**config.mk**
```make
export PLATFORM = sky130hd
export DESIGN_NAME = key_debounce
export DESIGN_NICKNAME = d
export VERILOG_FILES = /design/src/rtl/key_debounce.sv
export SDC_FILE = /design/constraint.sdc
export NUM_CORES = 1
export LEC_CHECK = 0
export ABC_AREA = 1
export BUFFER_PORTS_ARGS = -buffer_cell sky130_fd_sc_hd__buf_2
export CORE_MARGIN = 8
export CORE_UTILIZATION = 43
export CTS_CLUSTER_SIZE = 16
export DETAILED_ROUTE_END_ITERATION = 16
export PLACE_DENSITY_LB_ADDON = 0.12
export SLEW_MARGIN = 20
export SYNTH_ARGS = -nofsm -noshare
export SYNTH_HDL_FRONTEND = slang
export SYNTH_SLANG_ARGS = --single-unit
```
**constraint.sdc**
```tcl
create_clock -name clk -period 2.58 [get_ports clk]
set_clock_uncertainty 0.2 [all_clocks]
set_input_delay 0.129 -clock clk [delete_from_list [all_inputs] [get_ports clk]]
set_output_delay 0.129 -clock clk [all_outputs]
set_load 0.02 [all_outputs]
```
**src/rtl/key_debounce.sv**
```systemverilog
// Debounces 12 piano key inputs and priority-encodes the highest active key into a note code.
// Optional macro KEY_DEBOUNCE_LATCH_EN keeps the last valid note after all keys are released.
module key_debounce #(
  parameter int TICK_DIV = 1000,
  parameter int SAMPLES  = 4
) (
  input  logic        clk,
  input  logic        rst,
  input  logic [11:0] keys_raw,
  output logic [11:0] keys_db,
  output logic [3:0]  note,
  output logic        note_valid,
  output logic        press
);

  logic [11:0]        sync1;
  logic [11:0]        sync2;
  logic [15:0]        cnt;
  logic               tick;
  logic [SAMPLES-1:0] hist     [12];
  logic [SAMPLES-1:0] hist_new [12];
  logic [11:0]        agree;
  logic [3:0]         enc;
  logic               enc_valid;

  always_ff @(posedge clk) begin
    if (rst) begin
      sync1 <= '0;
      sync2 <= '0;
    end else begin
      sync1 <= keys_raw;
      sync2 <= sync1;
    end
  end

  assign tick = (cnt == 16'(TICK_DIV - 1));

  always_ff @(posedge clk) begin
    if (rst)       cnt <= '0;
    else if (tick) cnt <= '0;
    else           cnt <= cnt + 16'd1;
  end

  // The new sample is included in the agreement test, so a key flips on the
  // same tick that completes a run of SAMPLES identical samples.
  always_comb begin
    for (int i = 0; i < 12; i++) begin
      hist_new[i] = {hist[i][SAMPLES-2:0], sync2[i]};
      agree[i]    = (&hist_new[i]) | ~(|hist_new[i]);
    end
  end

  always_ff @(posedge clk) begin
    if (rst) begin
      for (int i = 0; i < 12; i++) hist[i] <= '0;
      keys_db <= '0;
    end else if (tick) begin
      for (int i = 0; i < 12; i++) begin
        hist[i] <= hist_new[i];
        if (agree[i]) keys_db[i] <= sync2[i];
      end
    end
  end

  // Ascending scan so the highest set key wins.
  always_comb begin
    enc = 4'hF;
    for (int i = 0; i < 12; i++) begin
      if (keys_db[i]) enc = 4'(11 - i);
    end
    enc_valid = |keys_db;
  end

  always_ff @(posedge clk) begin
    if (rst) begin
      note       <= 4'hF;
      note_valid <= 1'b0;
      press      <= 1'b0;
    end else begin
      press <= enc_valid && (enc != note);
      if (enc_valid) begin
        note       <= enc;
        note_valid <= 1'b1;
      end else begin
`ifdef KEY_DEBOUNCE_LATCH_EN
        note       <= note;
        note_valid <= note_valid;
`else
        note       <= 4'hF;
        note_valid <= 1'b0;
`endif
      end
    end
  end

endmodule

```
==> flow_metrics.tcl, run 1 <==
set metrics [dict create \
    outcome "finished, final reports clean" \
    avgSynthCellArea_sq_um 8.54 \
    drt-pass1-iter-count 4 \
    synth-edff-count 36 \
    drtAntennaViolNets 0 \
    post_cts_resized 0 \
    start_kind "flip-flop" \
    die_x_um 111 \
    fin_ws_ns 0.607 \
    postSynthNetCount 467 \
    path_max_fanout 4 \
    synthToLayoutAreaGrowth_pct 17.6 \
    grt_pass1_vias 2856 \
    postCtsSetupBuffers 0 \
    num-fill-cells 829 \
    fin_crit_sh_pct 76.5 \
    hold_violations 0 \
    vias 2898 \
    grt_antenna_before_repair 0 \
    dieArea_sq_mm 0.0123 \
    timing.fmax_ghz 0.507 \
    seq_area_frac_synth_pct 58.1 \
    viasPerCell 4.70 \
    final_common_cell "inv_1" \
    yosysWarningCount 0 \
    critPathSlowestCell "dfxtp_1" \
    cts_tree "done" \
    tightestPinTransition_ns 0.319 \
    die_h_um 111 \
    synth_area_leaders "dfxtp_1 30%, edfxtp_1 28%, inv_1 8.6%" \
    reg2reg_slack_ns 0.61 \
    num_rows 34 \
    cp.required_ns 2.67 \
    htreeDepth 3 \
    drive_gt1_share_pct 13.4 \
    maxCapViolations 0 \
    rsz0062_at_grt "false" \
    path_class "reg -> reg" \
    peakVddDrop_v 0.000363 \
    pre_cts_slack_ns 0.601 \
    hp-class "reg -> reg" \
    yosys.area.top_type "dfxtp_1" \
    initial_utilization_pct 44.3 \
    crit_path_end_kind "flip-flop" \
    syn-instance-count 452 \
    final_cell_mix "88 x inv_1, 74 x nand2_1, 72 x nor2_1, 58 x dfxtp_1, 36 x edfxtp_1" \
    track_usage_pct 12.3 \
    final-setup-viol-count 0 \
    cts-root-buf "clkbuf_8" \
    grt_max_degree 36 \
    grt-ovfl-total 0 \
    io_pins 32 \
    clock-sinks 94 \
    cts.hold.buffers_added 13 \
    worstPathCellList "ha_1 > nand2_1 > nor2_1 > nand3_1 > nor2_1 > nand2_1 > nor2_1 > nand3_1 > nor2_1 > nor2_1 > nor3_1" \
    period_minus_slack_ns 1.97 \
    ys_ff_latch 94 \
    slew_headroom_pct 78.6 \
    wire_per_inst_um 11.8 \
    crit_path_frequent_cell "nor2_1" \
    synth_top_area_share_pct 30.1 \
    gp_congestion 0.786 \
    route.detailed.drc 0 \
    p_total_uw 2900 \
    cp_num_buf_inv 0 \
    drtIter0Drc 73 \
    cts_buffers 9 \
    coreArea_sq_mm 0.00872 \
    syn_area_sq_mm 0.00386 \
    totalWireLength_um 7280 \
    arrival_ns 2.06 \
    clk_path_buf_depth 2 \
    synth_top_flop_cell "dfxtp_1" \
    power_density_mw_per_mm2 638 \
    synth-async-reset-ratio_pct 0 \
    portBuffers 31 \
    clk_transition_reported_paths_ns 0.09 \
    dpl.hpwl_um 5100 \
    num_antenna_cells 0 \
    synth_cell_type_count 24 \
    crit_family "simple AND/OR/NAND/NOR gates" \
    tns_ns 0 \
    slew_viol_final 0 \
    grt_pass1_wl_um 12600 \
    critPathMaxStageDelay_ns 0.37 \
    final_nets 518 \
    clock_latency_ns 0.36 \
    leakagePower_uw 0.00185 \
]
[tightest hold or removal path, stage by stage (launching register included)]
cell     delay, ns
dfxtp_1       0.31
inv_1         0.04
nor2_1        0.03
[through the flow]
stage	util (%)	hold slack [ns]	cell area [sq um]	std cells
2_1_floorplan	-	0.0360	3860	452
3_3_place_gp	47.8	0.131	4170	587
3_5_place_dp	47.8	0.135	4170	587
4_1_cts	52.1	0.199	4540	616
5_1_grt	52.1	0.223	4540	616
6_report	52.1	0.201	4540	616
[area by class of cell]
type                            count  area [sq um]  area share, %
Sequential cell                    94          2240           49.4
Multi-Input combinational cell    259          1240           27.2
Timing Repair Buffer               51           350           7.71
Inverter                           88           330           7.27
Clock buffer                       10           149           3.28
Tap cell                          108           135           2.98
Clock inverter                      6          97.6           2.15
[report_power, final]
part	switching [uW]	internal [uW]
registers	28.4	1590
logic	64.8	47.3
clock network	547	622
[cell families (layout without fill, tap and decap cells)]
| group | count (synthesis) | after routing | synth area share [%] |
|---|---|---|---|
| AO/OA/AOI/OAI | 36 | 36 | 5.51 |
| XOR/XNOR | 5 | 5 | 1.13 |
| adder cells (fa/ha/maj) | 1 | 1 | 0.324 |
| buffers and inverters | 99 | 155 | 9.95 |
| flip-flops | 94 | 94 | 58.1 |
| AND/OR/NAND/NOR | 217 | 217 | 25.0 |
[state kept, by name (all words and copies together) (netlist names)]
| register | cells |
|---|---|
| press | 1 |
| sync1 | 12 |
| sync2 | 12 |
| note | 4 |
| note_valid | 1 |
| cnt | 16 |
| hist | 36 |
| keys_db | 12 |
[path summary, 6_finish.rpt]
check                               from        to  cells after the start
worst min-delay path            sync1[9]  sync2[9]                      2
worst max register to register    cnt[0]   cnt[14]                     11
worst max-delay path              cnt[0]   cnt[14]                     11
worst min register to register  sync1[9]  sync2[9]                      2
[routing by layer]
metal | GRT usage (%) | wire length [um] | vias up
met5 | 0 | 0 | -
met4 | 4.68 | 87 | 0
met3 | 4.06 | 293 | 8
met2 | 20.4 | 3420 | 34
met1 | 14.3 | 3480 | 1319
li1 | - | - | 1537
[cell usage after synthesis, types with 3 or more instances]
master,number
inv_1,88
nand2_1,75
nor2_1,72
dfxtp_1,58
edfxtp_1,36
nand3_1,26
a21oi_1,20
nand4_1,18
o31ai_1,12
nor2_2,10
nor3_1,8
clkbuf_1,6
buf_2,4
o21ai_0,3
xor2_1,3
(Power assumes the default switching activity.)
==> inputs of run 2 (changes only) <==
Settings changed: ABC_AREA 1 to 0.
Clock period 2.58 ns to 1.6 ns, I/O delays scaled along.
==> run 2 against run 1 <==
  * The run now ends with setup timing left
  * Worst setup slack got worse by 0.78 ns
  * Hold slack improved by 0.037 ns
  * Die area fell by 4.8%
  * Cell area rose by 6.0%
  * Largest cell class unchanged
  * Largest power group unchanged
  * Highest routed layer unchanged
==> flow_metrics.tcl, run 2 <==
set metrics [dict create \
    grt_pass1_wl_um 11800 \
    synth_top_flop_cell "dfxtp_1" \
    clock-sinks 94 \
    clk_transition_reported_paths_ns 0.09 \
    ys_top_cells_by_count "58 x dfxtp_1, 36 x edfxtp_1, 33 x nor2b_1, 30 x and2_1, 24 x nor2_1" \
    htreeDepth 3 \
    dpl.hpwl_um 4680 \
    num_antenna_cells 0 \
    rsz0062_at_grt "true" \
    syn-instance-count 315 \
    portBuffers 31 \
    initial_utilization_pct 44.4 \
    drive_gt1_share_pct 32.4 \
    start_kind "flip-flop" \
    critPathMaxStageDelay_ns 0.34 \
    yosysMostFrequentCell "dfxtp_1" \
    final_nets 422 \
    syn_area_sq_mm 0.00364 \
    wire_per_inst_um 13.7 \
    reg_top3 "hist: 36 flops, cnt: 16 flops" \
    slew_viol_final 0 \
    path_max_fanout 13 \
    maxCapViolations 0 \
    cts_tree "done" \
    die_h_um 108 \
    io_pins 32 \
    coreArea_sq_mm 0.00822 \
    die_x_um 108 \
    period_minus_slack_ns 1.78 \
    worstPathCellList "nor4_4 > and4b_2 > or2_4 > clkbuf_16" \
    postSynthNetCount 330 \
    p_int_uw 3370 \
    track_usage_pct 12.6 \
    num_rows 33 \
    grt-ovfl-total 0 \
    synthToLayoutAreaGrowth_pct 32.1 \
    fin_ws_ns -0.176 \
    grt_antenna_before_repair 0 \
    synth_cell_type_count 41 \
    grt_max_degree 28 \
    final_common_cell "dfxtp_1" \
    clockPowerShare_pct 34.9 \
    swShare_pct 21.3 \
    synth_top_area_share_pct 31.9 \
    hp-class "reg -> reg" \
    synth-async-reset-ratio_pct 0 \
    vias 2558 \
    pwr-share-seq_pct 60.3 \
    yosys.area.top_type "dfxtp_1" \
    ys_ff_latch 94 \
    largest_register "hist" \
    dp.cells 479 \
    cp.required_ns 1.47 \
    violations "setup timing" \
    crit_family "simple AND/OR/NAND/NOR gates" \
    clk_path_buf_depth 2 \
    gp_congestion 0.766 \
    dieArea_sq_mm 0.0117 \
    drt-pass1-iter-count 4 \
    grt_pass1_vias 2490 \
    drtAntennaViolNets 0 \
    viasPerCell 4.96 \
    holdWs_ns 0.238 \
    totalWireLength_um 7080 \
    pwr-share-comb_pct 4.7 \
    route.detailed.drc 0 \
    final-setup-viol-count 98 \
    post_dp_cell_area_sq_mm 0.00420 \
    largest_register_ffs 36 \
    drtIter0Drc 84 \
    peakVddDrop_v 0.000441 \
    hold_violations 0 \
    tightestPinTransition_ns 0.463 \
    final_cell_mix "52 x dfxtp_1, 36 x edfxtp_1, 36 x buf_4, 32 x nor2b_1, 31 x buf_2" \
    cts_buffers 9 \
    final_cell_area_sq_mm 0.00481 \
    clock_latency_ns 0.35 \
    cp_num_buf_inv 1 \
    layout.cells.non_filler 516 \
    tns_ns -13.06 \
    slew_headroom_pct 68.8 \
    postLayoutCoreUtil_pct 58.6 \
    yosysWarningCount 0 \
    power_density_mw_per_mm2 890 \
    arrival_ns 1.65 \
    critPathSlowestCell "dfxtp_2" \
    fin_crit_sh_pct 111 \
    timing.fmax_ghz 0.563 \
    path_class "reg -> reg" \
    leakagePower_uw 0.00189 \
    crit_path_end_kind "flip-flop" \
    avgSynthCellArea_sq_um 11.6 \
    synth_area_leaders "dfxtp_1 32%, edfxtp_1 30%, nor2b_1 5.7%" \
    synth-edff-count 36 \
    cts-root-buf "clkbuf_8" \
    seq_area_frac_synth_pct 61.5 \
    power.switching_uw 915 \
    outcome "finished with violations" \
]
## run 2: per-layer routing
layer,routed length [um],part of all wire (%),track usage [%]
met5,0,0,0
met2,3210,45,19.4
met4,127,1.8,6.24
met3,265,3.7,2.91
met1,3480,49,16.4
## run 2: worst paths after layout
kind	startpoint	depth (start not counted)	endpoint	slack, ns
worst min register to register	sync1[7]	1	sync2[7]	0.24
worst min-delay path	sync1[7]	1	sync2[7]	0.24
worst max-delay path	cnt[12]	4	hist[1][5]	-0.18
worst max register to register	cnt[12]	4	hist[1][5]	-0.18
## run 2: repair_timing
| item | CTS | global route |
|---|---|---|
| hold endpoints to repair | 26 | 0 |
| buffers inserted | 2 | 0 |
| hold buffers | 17 | 0 |
| gates cloned | 1 | 3 |
| gates resized for setup | 26 | 21 |
| setup endpoints to repair | 99 | 100 |
| pin swaps | 13 | 7 |
## run 2: layout make-up
cell class              instances  area (sq um)
repair buffers                 95           790
fillers                       701          3400
clock buffers                   9           124
multi-input cells             202          1440
well taps                     105           131
inverters                       5          18.8
clock inverters                 6          62.6
flip-flops and latches         94          2250
## run 2: power groups by stage
stage / logic [uW] / clock network (uW) / registers [uW]
floorplan: 84.3 / 0 / 2630
global placement: 128 / 0 / 2640
detailed placement: 131 / 0 / 2640
CTS: 184 / 1560 / 2580
global route: 223 / 1640 / 2590
finish: 203 / 1500 / 2580
## run 2: cells by family (layout without fill, tap and decap cells)
kind of cell / count (synthesis) / after routing / synth area share [%]
buffers and inverters: 19 / 115 / 3.12
and+or+nand+nor: 150 / 150 / 24.7
AOI/OAI and AO/OA: 37 / 37 / 6.97
xor gates and xnor gates: 14 / 14 / 3.36
adders and majority gates: 1 / 1 / 0.343
DFF: 94 / 94 / 61.5
## run 2: stage by stage
step	power [uW]	setup WS, ns
after global placement	2760	-0.210
after floorplan	2710	-0.257
after CTS	4330	-0.174
final	4290	-0.176
after global routing	4460	-0.236
after detailed placement	2770	-0.224
==> inputs of run 3 (changes only) <==
Settings changed: REMOVE_ABC_BUFFERS from default to 1.
==> run 3 against run 2 <==
  * The run still ends with setup timing left
  * Flip-flop and latch count stayed put
  * Sequential share of layout area is 1.1 points lower
  * Wire length is 5.5% higher
  * Worst setup slack worse by 0.030 ns
  * Fmax is 1.7% lower
  * Hold slack worse by 0.13 ns
  * Sequential power hardly changed
  * First-iteration DRC count is 15% lower
  * Global-route usage is 0.78 points higher
  * Count of clock-buffer cells in the layout is 2 higher
  * Critical path depth is 1 higher
==> flow_metrics.tcl, run 3 (synthesized netlist as in run 2, its figures left out) <==
set metrics [dict create \
    slew_headroom_pct 72.1 \
    timing.fmax_ghz 0.554 \
    tightestPinTransition_ns 0.415 \
    io_pins 32 \
    gp_congestion 0.799 \
    num-fill-cells 676 \
    reg_top3 "hist: 36 flops, cnt: 16 flops" \
    power_density_mw_per_mm2 895 \
    outcome "finished with violations" \
    hold_violations 0 \
    htreeDepth 3 \
    path_class "reg -> reg" \
    postLayoutCoreUtil_pct 59.9 \
    final_common_cell "dfxtp_1" \
    fin_ws_ns -0.206 \
    final_nets 427 \
    totalWireLength_um 7470 \
    wire_per_inst_um 14.3 \
    slew_viol_final 0 \
    period_minus_slack_ns 1.81 \
    fin_crit_sh_pct 113 \
    crit_path_end_kind "flip-flop" \
    num_rows 33 \
    start_kind "flip-flop" \
    largest_register_ffs 36 \
    route.detailed.drc 0 \
    vias 2603 \
    cts_tree "done" \
    violations "setup timing" \
    num_antenna_cells 0 \
    largest_register "hist" \
    dieArea_sq_mm 0.0117 \
    die_x_um 108 \
    tns_ns -14.05 \
    final_cell_mix "54 x dfxtp_1, 37 x buf_4, 36 x edfxtp_1, 33 x nor2b_1, 31 x buf_2" \
    dpl.hpwl_um 4740 \
    maxCapViolations 0 \
    synthToLayoutAreaGrowth_pct 35.0 \
    drtAntennaViolNets 0 \
    peakVddDrop_v 0.000551 \
    clk_transition_reported_paths_ns 0.08 \
    coreArea_sq_mm 0.00822 \
    rsz0062_at_grt "true" \
    drive_gt1_share_pct 34.5 \
    initial_utilization_pct 44.4 \
    arrival_ns 1.68 \
    portBuffers 31 \
    die_h_um 108 \
    drt-pass1-iter-count 4 \
    path_max_fanout 7 \
    grt_pass1_vias 2677 \
    drtIter0Drc 71 \
    grt_pass1_wl_um 12500 \
    clock-sinks 94 \
    cts-root-buf "clkbuf_8" \
    clock_latency_ns 0.36 \
    grt_max_degree 31 \
    cp.required_ns 1.47 \
    cts_buffers 9 \
    grt-ovfl-total 0 \
    final_cell_area_sq_mm 0.00492 \
    post_dp_cell_area_sq_mm 0.00419 \
    clk_path_buf_depth 2 \
    grt_antenna_before_repair 0 \
    track_usage_pct 13.4 \
    viasPerCell 4.99 \
    final-setup-viol-count 98 \
    leakagePower_uw 0.00196 \
    hp-class "in -> reg" \
]
-- run 3: cell types whose count changed in the layout (fill, tap and decap cells not counted), sizes merged --
cell / change
clkbuf: +2
clkinvlp: -2
clkinv: +1
dlygate4sd3: +1
buf: +4
-- run 3: metal layers --
layer	routed length, um	vias up	GRT usage, %
met5	0	-	0
met4	125	0	6.24
met3	256	11	2.91
met2	3550	33	21.3
met1	3540	1234	17.1
li1	-	1325	-
-- run 3: critical path, cell delays in order, from the launching register on --
cell and delay (ns):
dfxtp_2 0.34, nor4_4 0.27, and4b_2 0.31, or2_4 0.19, buf_6 0.11, buf_12 0.11
-- run 3: power by group --
part | switching, uW | internal (uW)
clock | 813 | 809
combinational | 83.1 | 114
sequential | 40.6 | 2550
-- run 3: cell type report --
type	count	area, sq um	area share [%]
Inverter	5	18.8	0.381
Tap cell	105	131	2.67
Clock buffer	11	151	3.08
Timing Repair Buffer	100	857	17.4
Multi-Input combinational cell	202	1460	29.6
Clock inverter	5	56.3	1.14
Sequential cell	94	2250	45.7
-- run 3: what timing repair did --
item,4_1_cts,5_1_grt
pin swaps,8,15
setup buffers,4,1
hold endpoints to repair,20,0
setup endpoints to repair,98,101
hold buffers,18,0
gates cloned,2,3
resized for setup,18,44
-- run 3: path summary, 6_finish.rpt --
| check | startpoint | end | slack (ns) | depth (start not counted) |
|---|---|---|---|---|
| min reg2reg | sync1[3] | sync2[3] | 0.24 | 1 |
| max | cnt[4] | hist[0][0] | -0.21 | 5 |
| min | rst | cnt[14] | 0.11 | 4 |
| max reg2reg | cnt[4] | hist[0][0] | -0.21 | 5 |
-- run 3: metrics by stage --
| step | setup slack [ns] | cells | total power [uW] | hold slack, ns |
|---|---|---|---|---|
| finish | -0.206 | 522 | 4410 | 0.108 |
| global route | -0.298 | 522 | 4590 | 0.137 |
| CTS | -0.226 | 519 | 4470 | 0.119 |
| detailed placement | -0.262 | 479 | 2770 | 0.0929 |
| global placement | -0.257 | 479 | 2760 | 0.0871 |
| floorplan | -1.44 | 301 | 2690 | -0.0484 |
